--- src/rtl/cache_pkg.sv ---
// Shared types and default sizing for the L1 cache controller and its line array.
package cache_pkg;

    localparam int INDEX_BITS = 4;
    localparam int TAG_W      = 32 - INDEX_BITS;
    localparam int CNT_W      = 16;

    typedef enum logic [2:0] {
        IDLE      = 3'd0,
        LOOKUP    = 3'd1,
        FILL_REQ  = 3'd2,
        FILL_WAIT = 3'd3,
        WRITE_MEM = 3'd4
    } state_t;

endpackage

--- src/rtl/cache_line_array.sv ---
// Direct-mapped line storage: valid/tag/data per line, combinational read, one write port.
module cache_line_array
    import cache_pkg::*;
#(
    parameter int INDEX_BITS = cache_pkg::INDEX_BITS,
    parameter int TAG_W      = 32 - INDEX_BITS
) (
    input  logic                  clk,
    input  logic                  rst_n,
    input  logic [INDEX_BITS-1:0] rd_index,
    output logic                  rd_valid,
    output logic [TAG_W-1:0]      rd_tag,
    output logic [31:0]           rd_data,
    input  logic                  wr_en,
    input  logic [INDEX_BITS-1:0] wr_index,
    input  logic [TAG_W-1:0]      wr_tag,
    input  logic [31:0]           wr_data
);

    localparam int LINES = 1 << INDEX_BITS;

    logic [LINES-1:0] valid_reg;
    logic [TAG_W-1:0] tag_mem [LINES];
    logic [31:0]      data_mem [LINES];

    // Only the valid bits need clearing; stale tag/data behind a clear bit are never used.
    always_ff @(posedge clk or negedge rst_n) begin
        if (!rst_n) begin
            valid_reg <= '0;
        end else if (wr_en) begin
            valid_reg[wr_index] <= 1'b1;
        end
    end

    always_ff @(posedge clk) begin
        if (wr_en) begin
            tag_mem[wr_index]  <= wr_tag;
            data_mem[wr_index] <= wr_data;
        end
    end

    assign rd_valid = valid_reg[rd_index];
    assign rd_tag   = tag_mem[rd_index];
    assign rd_data  = data_mem[rd_index];

endmodule

--- src/rtl/l1_cache_controller.sv ---
// Direct-mapped, write-through, no-write-allocate L1 cache between the CPU and main memory.
module l1_cache_controller
    import cache_pkg::*;
#(
    parameter int INDEX_BITS = cache_pkg::INDEX_BITS,
    parameter int CNT_W      = cache_pkg::CNT_W
) (
    input  logic             clk,
    input  logic             rst_n,
    input  logic             cpu_req_valid,
    output logic             cpu_req_ready,
    input  logic             cpu_req_write,
    input  logic [31:0]      cpu_req_addr,
    input  logic [31:0]      cpu_req_wdata,
    output logic             cpu_resp_valid,
    output logic [31:0]      cpu_resp_rdata,
    output logic [31:0]      mem_address,
    output logic             mem_read_en,
    output logic             mem_write_en,
    output logic [31:0]      mem_data_out,
    input  logic [31:0]      mem_data_in,
    output logic [CNT_W-1:0] hit_count,
    output logic [CNT_W-1:0] miss_count
);

    localparam int LTAG_W = 32 - INDEX_BITS;

    state_t state_reg, state_next;

    logic              req_write_reg;
    logic [31:0]       req_addr_reg;
    logic [31:0]       req_wdata_reg;

    logic              resp_valid_reg, resp_valid_next;
    logic [31:0]       resp_rdata_reg, resp_rdata_next;
    logic [31:0]       mem_address_reg, mem_address_next;
    logic              mem_read_en_reg, mem_read_en_next;
    logic              mem_write_en_reg, mem_write_en_next;
    logic [31:0]       mem_data_out_reg, mem_data_out_next;
    logic [CNT_W-1:0]  hit_count_reg, hit_count_next;
    logic [CNT_W-1:0]  miss_count_reg, miss_count_next;

    logic [INDEX_BITS-1:0] req_index;
    logic [LTAG_W-1:0]     req_tag;
    logic                  rd_valid;
    logic [LTAG_W-1:0]     rd_tag;
    logic [31:0]           rd_data;
    logic                  lookup_hit;
    logic                  wr_en;
    logic [31:0]           wr_data;

    assign req_index  = req_addr_reg[INDEX_BITS-1:0];
    assign req_tag    = req_addr_reg[31:INDEX_BITS];
    assign lookup_hit = rd_valid && (rd_tag == req_tag);

    cache_line_array #(
        .INDEX_BITS (INDEX_BITS),
        .TAG_W      (LTAG_W)
    ) u_lines (
        .clk      (clk),
        .rst_n    (rst_n),
        .rd_index (req_index),
        .rd_valid (rd_valid),
        .rd_tag   (rd_tag),
        .rd_data  (rd_data),
        .wr_en    (wr_en),
        .wr_index (req_index),
        .wr_tag   (req_tag),
        .wr_data  (wr_data)
    );

    always_ff @(posedge clk or negedge rst_n) begin
        if (!rst_n) begin
            state_reg        <= IDLE;
            req_write_reg    <= 1'b0;
            req_addr_reg     <= '0;
            req_wdata_reg    <= '0;
            resp_valid_reg   <= 1'b0;
            resp_rdata_reg   <= '0;
            mem_address_reg  <= '0;
            mem_read_en_reg  <= 1'b0;
            mem_write_en_reg <= 1'b0;
            mem_data_out_reg <= '0;
            hit_count_reg    <= '0;
            miss_count_reg   <= '0;
        end else begin
            state_reg        <= state_next;
            resp_valid_reg   <= resp_valid_next;
            resp_rdata_reg   <= resp_rdata_next;
            mem_address_reg  <= mem_address_next;
            mem_read_en_reg  <= mem_read_en_next;
            mem_write_en_reg <= mem_write_en_next;
            mem_data_out_reg <= mem_data_out_next;
            hit_count_reg    <= hit_count_next;
            miss_count_reg   <= miss_count_next;
            if (state_reg == IDLE && cpu_req_valid) begin
                req_write_reg <= cpu_req_write;
                req_addr_reg  <= cpu_req_addr;
                req_wdata_reg <= cpu_req_wdata;
            end
        end
    end

    // Registered outputs are computed one state ahead so each pulse lands in the named state.
    always_comb begin
        state_next        = state_reg;
        resp_valid_next   = 1'b0;
        resp_rdata_next   = resp_rdata_reg;
        mem_address_next  = mem_address_reg;
        mem_read_en_next  = 1'b0;
        mem_write_en_next = 1'b0;
        mem_data_out_next = mem_data_out_reg;
        hit_count_next    = hit_count_reg;
        miss_count_next   = miss_count_reg;
        wr_en             = 1'b0;
        wr_data           = req_wdata_reg;
        case (state_reg)
            IDLE: begin
                if (cpu_req_valid) begin
                    state_next = LOOKUP;
                end
            end
            LOOKUP: begin
                if (req_write_reg) begin
                    state_next        = WRITE_MEM;
                    mem_write_en_next = 1'b1;
                    mem_address_next  = req_addr_reg;
                    mem_data_out_next = req_wdata_reg;
                end else if (lookup_hit) begin
                    state_next      = IDLE;
                    resp_valid_next = 1'b1;
                    resp_rdata_next = rd_data;
                    hit_count_next  = (&hit_count_reg) ? hit_count_reg : hit_count_reg + 1'b1;
                end else begin
                    state_next       = FILL_REQ;
                    mem_read_en_next = 1'b1;
                    mem_address_next = req_addr_reg;
                    miss_count_next  = (&miss_count_reg) ? miss_count_reg : miss_count_reg + 1'b1;
                end
            end
            FILL_REQ: begin
                state_next = FILL_WAIT;
            end
            FILL_WAIT: begin
                state_next      = IDLE;
                wr_en           = 1'b1;
                wr_data         = mem_data_in;
                resp_valid_next = 1'b1;
                resp_rdata_next = mem_data_in;
            end
            WRITE_MEM: begin
                // The line is unchanged since LOOKUP, so the hit can be re-evaluated here.
                state_next      = IDLE;
                wr_en           = lookup_hit;
                resp_valid_next = 1'b1;
            end
            default: begin
                state_next = IDLE;
            end
        endcase
    end

    assign cpu_req_ready  = (state_reg == IDLE);
    assign cpu_resp_valid = resp_valid_reg;
    assign cpu_resp_rdata = resp_rdata_reg;
    assign mem_address    = mem_address_reg;
    assign mem_read_en    = mem_read_en_reg;
    assign mem_write_en   = mem_write_en_reg;
    assign mem_data_out   = mem_data_out_reg;
    assign hit_count      = hit_count_reg;
    assign miss_count     = miss_count_reg;

endmodule

--- config.mk ---
export PLATFORM = sky130hd
export DESIGN_NAME = l1_cache_controller
export DESIGN_NICKNAME = d
export VERILOG_FILES = /design/src/rtl/cache_pkg.sv /design/src/rtl/cache_line_array.sv /design/src/rtl/l1_cache_controller.sv
export SDC_FILE = /design/constraint.sdc
export NUM_CORES = 1
export LEC_CHECK = 0
export ABC_CLOCK_PERIOD_IN_PS = 7920
export CORE_UTILIZATION = 55
export CTS_BUF_LIST = sky130_fd_sc_hd__clkbuf_8
export DETAILED_ROUTE_END_ITERATION = 7
export GPL_ROUTABILITY_DRIVEN = 0
export GPL_TIMING_DRIVEN = 0
export PLACE_DENSITY = 0.77
export SLEW_MARGIN = 20
export SYNTH_ARGS = -nofsm -noshare
export SYNTH_HDL_FRONTEND = slang
export SYNTH_HIERARCHICAL = 1
export SYNTH_SLANG_ARGS = --single-unit
--- constraint.sdc ---
create_clock -name clk -period 7.92 [get_ports clk]
set_clock_uncertainty 0.2 [all_clocks]
set_input_delay 0.792 -clock clk [delete_from_list [all_inputs] [get_ports clk]]
set_output_delay 0.792 -clock clk [all_outputs]
set_load 0.01 [all_outputs]
==> key figures, run 1 <==
Pwr
  – Combinational share of power: 0.314
  – Pleak: 18.88 nW
  – Peak supply drop: 236.3 uV
  – Pint: 13.34 mW
  – Power, Total: 19.84 mW
  – PwrDens: 369.6 nW/um^2
  – Sw power: 6.500 mW
  – Sequential power share: 0.452
  – Net Sw Frac: 0.3277
  – Clock power frac: 0.235

Finish
  – FF/Latch Area: 34,210 sq um
  – Util after Layout: 0.6631
  – Filler cell count: 5,077
  – Area occupied by multi-input gates: 10,480 sq um
  – Area grow syn2layout: 18.81%
  – Layout Cells excl Fill: 3,928
  – Biggest regs: u_lines/data_mem: 512 flops, u_lines/tag_mem: 448 flops
  – Most common cell after layout, fill and taps aside: edfxtp_1
  – Nets: 2,817
  – Fin area: 53,670 sq um
  – Most frequent cells in the layout: edfxtp_1, mux4_2, clkdlybuf4s50_1
  – Largest register FFs: 512
  – Largest register by flop count: u_lines/data_mem
  – Layout cells sized above 1: 0.2665

Critical path
  – Crit path cell chain: buf_4, buf_2, clkbuf_1, mux4_2, a22oi_1, nand2_1, xor2_1, nor4_1, and3_1, and3_1, clkbuf_1, buf_2, a31o_2, nand3b_1, nor3_4, buf_4, buf_4, buf_4, buf_4
  – Startpoint types: flip-flop
  – CP required: 8.25 ns
  – Most used cell, CP: buf_4
  – Crit path max-delay family: buffers and inverters
  – CP bufs+invs: 9
  – Worst-path fanout max: 10
  – Slowest stage cell, crit path: dfrtp_1
  – CP peak stage delay: 0.69 ns
  – FF-to-FF path depth: 19
  – Crit Path Category: reg2reg
  – Data arrival, critical path: 8.07 ns
  – Worst setup EP type: flip-flop
  – Crit. path cell count: 19

Die
  – Core Area: 80,940 sq um
  – I/O Pins: 232
  – Die ar.: 83,280 sq um
  – Die Height: 288.6 um
  – Starting Density: 0.5581
  – DIE WIDTH: 288.6 um
  – Row Count: 104

Clock network
  – Max clock buf depth: 3
  – Clock sink total: 1,175
  – TritonCTS clock tree: done
  – Number of setup buffers added after CTS: 0
  – CTS Buf Count: 181
  – Clock slew at reported path FFs: 0.06 ns
  – CTS H-tree depth: 4
  – Root cell of the clock tree: clkbuf_8
  – Worst-Skew Late Latency: 0.85 ns

Global route
  – Global route total overflow: 0
  – First-pass GRT wire length: 157,700 um
  – Vias in the first global route: 25,157
  – Pin count of the biggest net entering global routing: 95
  – Initial antenna violation count: 3
  – Total GRT Usage: 0.2613

Worst hold path
  – Cell depth of the worst hold path: 1
  – Hold Crit Class: reg2reg

STA
  – Fin. Hold Viols: 0
  – Final setup vio count: 0
  – Relative slew slack: 0.2824
  – F_max: 0.1292 GHz
  – Final count of pins violating max slew: 0
  – WHS: 0.2692 ns
  – Crit share post-route: 0.9774
  – Measured slew at the worst slew-check pin: 1.076 ns
  – RSZ-0062 raised after global routing: no
  – Tmin final: 7.741 ns

Synth
  – Post-synth net total: 2,327
  – Number of flops mapped to enable cells by yosys: 960
  – Synth Register Bits: 1,175
  – Cells after Synth: 2,225
  – Yosys Warn Count: 6
  – Synthesized area per cell: 20.30 sq um
  – Seq/Total Area, Yosys: 0.7573
  – Synth Cell Area: 45,170 sq um
  – Yosys cell types: 41
  – Async SR Flop Fraction: 0.1830
  – Top FF cell, synth: edfxtp_1

Detailed routing
  – Initial drt markers: 2,414
  – Drt via density: 6.192
  – Drc violations: 0
  – WL final: 107,000 um
  – Routed Antenna Nets: 0
  – Vias: 24,322
  – Detailed Routing Iterations Pass 1: 5
  – DR WL/cell: 27.24 um

Placement
  – Hpwl dp: 71,080 um
  – DP Cell Count: 3,591
  – Placement Cell Area: 50,280 sq um
  – IO buf count: 231

Run
  – Max-cap violations: 0

Status
  – Status: completed
[final timing paths]
kind	start	endpoint	slack, ns
worst max register to register	req_addr_reg[1]$_DFFE_PN0P_	u_lines/tag_mem[8][14]$_DFFE_PP_	0.18
max in group asynchronous	rst_n	req_wdata_reg[8]$_DFFE_PN0P_	5.98
min in group asynchronous	rst_n	req_wdata_reg[30]$_DFFE_PN0P_	0.28
worst min register to register	u_lines/valid_reg[6]$_DFFE_PN0P_	u_lines/valid_reg[6]$_DFFE_PN0P_	0.27
worst min-delay path	u_lines/valid_reg[6]$_DFFE_PN0P_	u_lines/valid_reg[6]$_DFFE_PN0P_	0.27
worst max-delay path	req_addr_reg[1]$_DFFE_PN0P_	u_lines/tag_mem[8][14]$_DFFE_PP_	0.18
[cells by family (layout without fill, tap and decap cells)]
family,after synthesis,count (layout),share of synthesized area
simple gates,309,309,0.03166
flops,1175,1175,0.7573
buf+inv,115,757,0.01335
xor+xnor,55,55,0.01066
mux,408,408,0.1616
compound gates,161,161,0.02485
other cells,0,1,0
fa+ha+maj,2,2,0.0005539
[cell usage after synthesis, types with 4 or more instances]
master | n | area, sq um
dfrtp_1 | 215 | 5380
mux2_2 | 131 | 1475
edfxtp_1 | 960 | 28830
nand4_1 | 14 | 87.58
mux2i_1 | 33 | 330.3
nor4_1 | 10 | 62.56
or2_2 | 14 | 87.58
buf_1 | 6 | 22.52
nor3_1 | 19 | 95.09
nand3_1 | 12 | 60.06
or2_1 | 4 | 25.02
buf_2 | 29 | 145.1
buf_4 | 4 | 30.03
and3_1 | 7 | 43.79
nor2_1 | 31 | 116.4
a22oi_1 | 122 | 915.9
clkbuf_1 | 59 | 221.5
xor2_1 | 30 | 262.8
xnor2_1 | 25 | 219.0
buf_6 | 16 | 180.2
nand2_1 | 176 | 660.6
mux4_2 | 244 | 5495
o21ai_0 | 32 | 160.2
[cell type report]
| cell class | instances | area share |
|---|---|---|
| antenna | 1 | 0.00004663 |
| buffer | 114 | 0.01124 |
| clock buffer | 192 | 0.04924 |
| clock inverter | 143 | 0.01352 |
| inverter | 1 | 0.00006994 |
| multi-input combinational | 935 | 0.1953 |
| sequential | 1175 | 0.6374 |
| tap | 1060 | 0.02471 |
| timing repair buffer | 307 | 0.06847 |
[per-stage QoR]
stage	TNS [ns]	worst slack, ns
finish	0	0.1786
global placement	-4383.06	-6.840
global route	0	0.02208
detailed placement	0	0.1337
CTS	0	0.05729
floorplan	-28.86	-0.1804
[layer usage]
| metal | share of wire | global-route usage | vias to the layer above |
|---|---|---|---|
| met1 | 0.38 | 0.3503 | 12699 |
| met4 | 0.026 | 0.08421 | 4 |
| met5 | 0.00025 | 0 | - |
| li1 | - | - | 10053 |
| met2 | 0.50 | 0.4285 | 1364 |
| met3 | 0.096 | 0.06035 | 202 |
[worst register-to-register path, delay by kind of cell (launching register included)]
family                 cells  cell delay [ns]
AO/OA/AOI/OAI              2             0.63
XOR/XNOR                   1             0.21
buffers and inverters      9             3.07
flip-flops                 1             0.69
multiplexers               1             0.42
AND/OR/NAND/NOR            6             2.23
[what timing repair did]
action,CTS,global route
endpoints found under the setup margin,0,36
endpoints found under the hold margin,59,0
gates resized for setup,0,6
hold buffers,1,0
[power by group through the flow]
stage                     clock network (mW)  registers [mW]  logic [mW]
after floorplan                            0            8.92        3.76
after CTS                               4.74            8.96        6.23
final                                   4.66            8.96        6.22
after global routing                    5.01            9.07        6.59
after detailed placement                   0            9.08        6.19
after global placement                     0            9.02        5.89
(Power assumes the default switching activity.)
==> run 2: changes to the inputs <==
--- a/config.mk
+++ b/config.mk
@@ -8,6 +8,7 @@
 export ABC_CLOCK_PERIOD_IN_PS = 7920
 export CORE_UTILIZATION = 55
 export CTS_BUF_LIST = sky130_fd_sc_hd__clkbuf_8
+export CTS_CLUSTER_DIAMETER = 120
 export DETAILED_ROUTE_END_ITERATION = 7
 export GPL_ROUTABILITY_DRIVEN = 0
 export GPL_TIMING_DRIVEN = 0
==> results of run 2 <==
The final DEF is identical to that of run 1; final timing and power are the same.
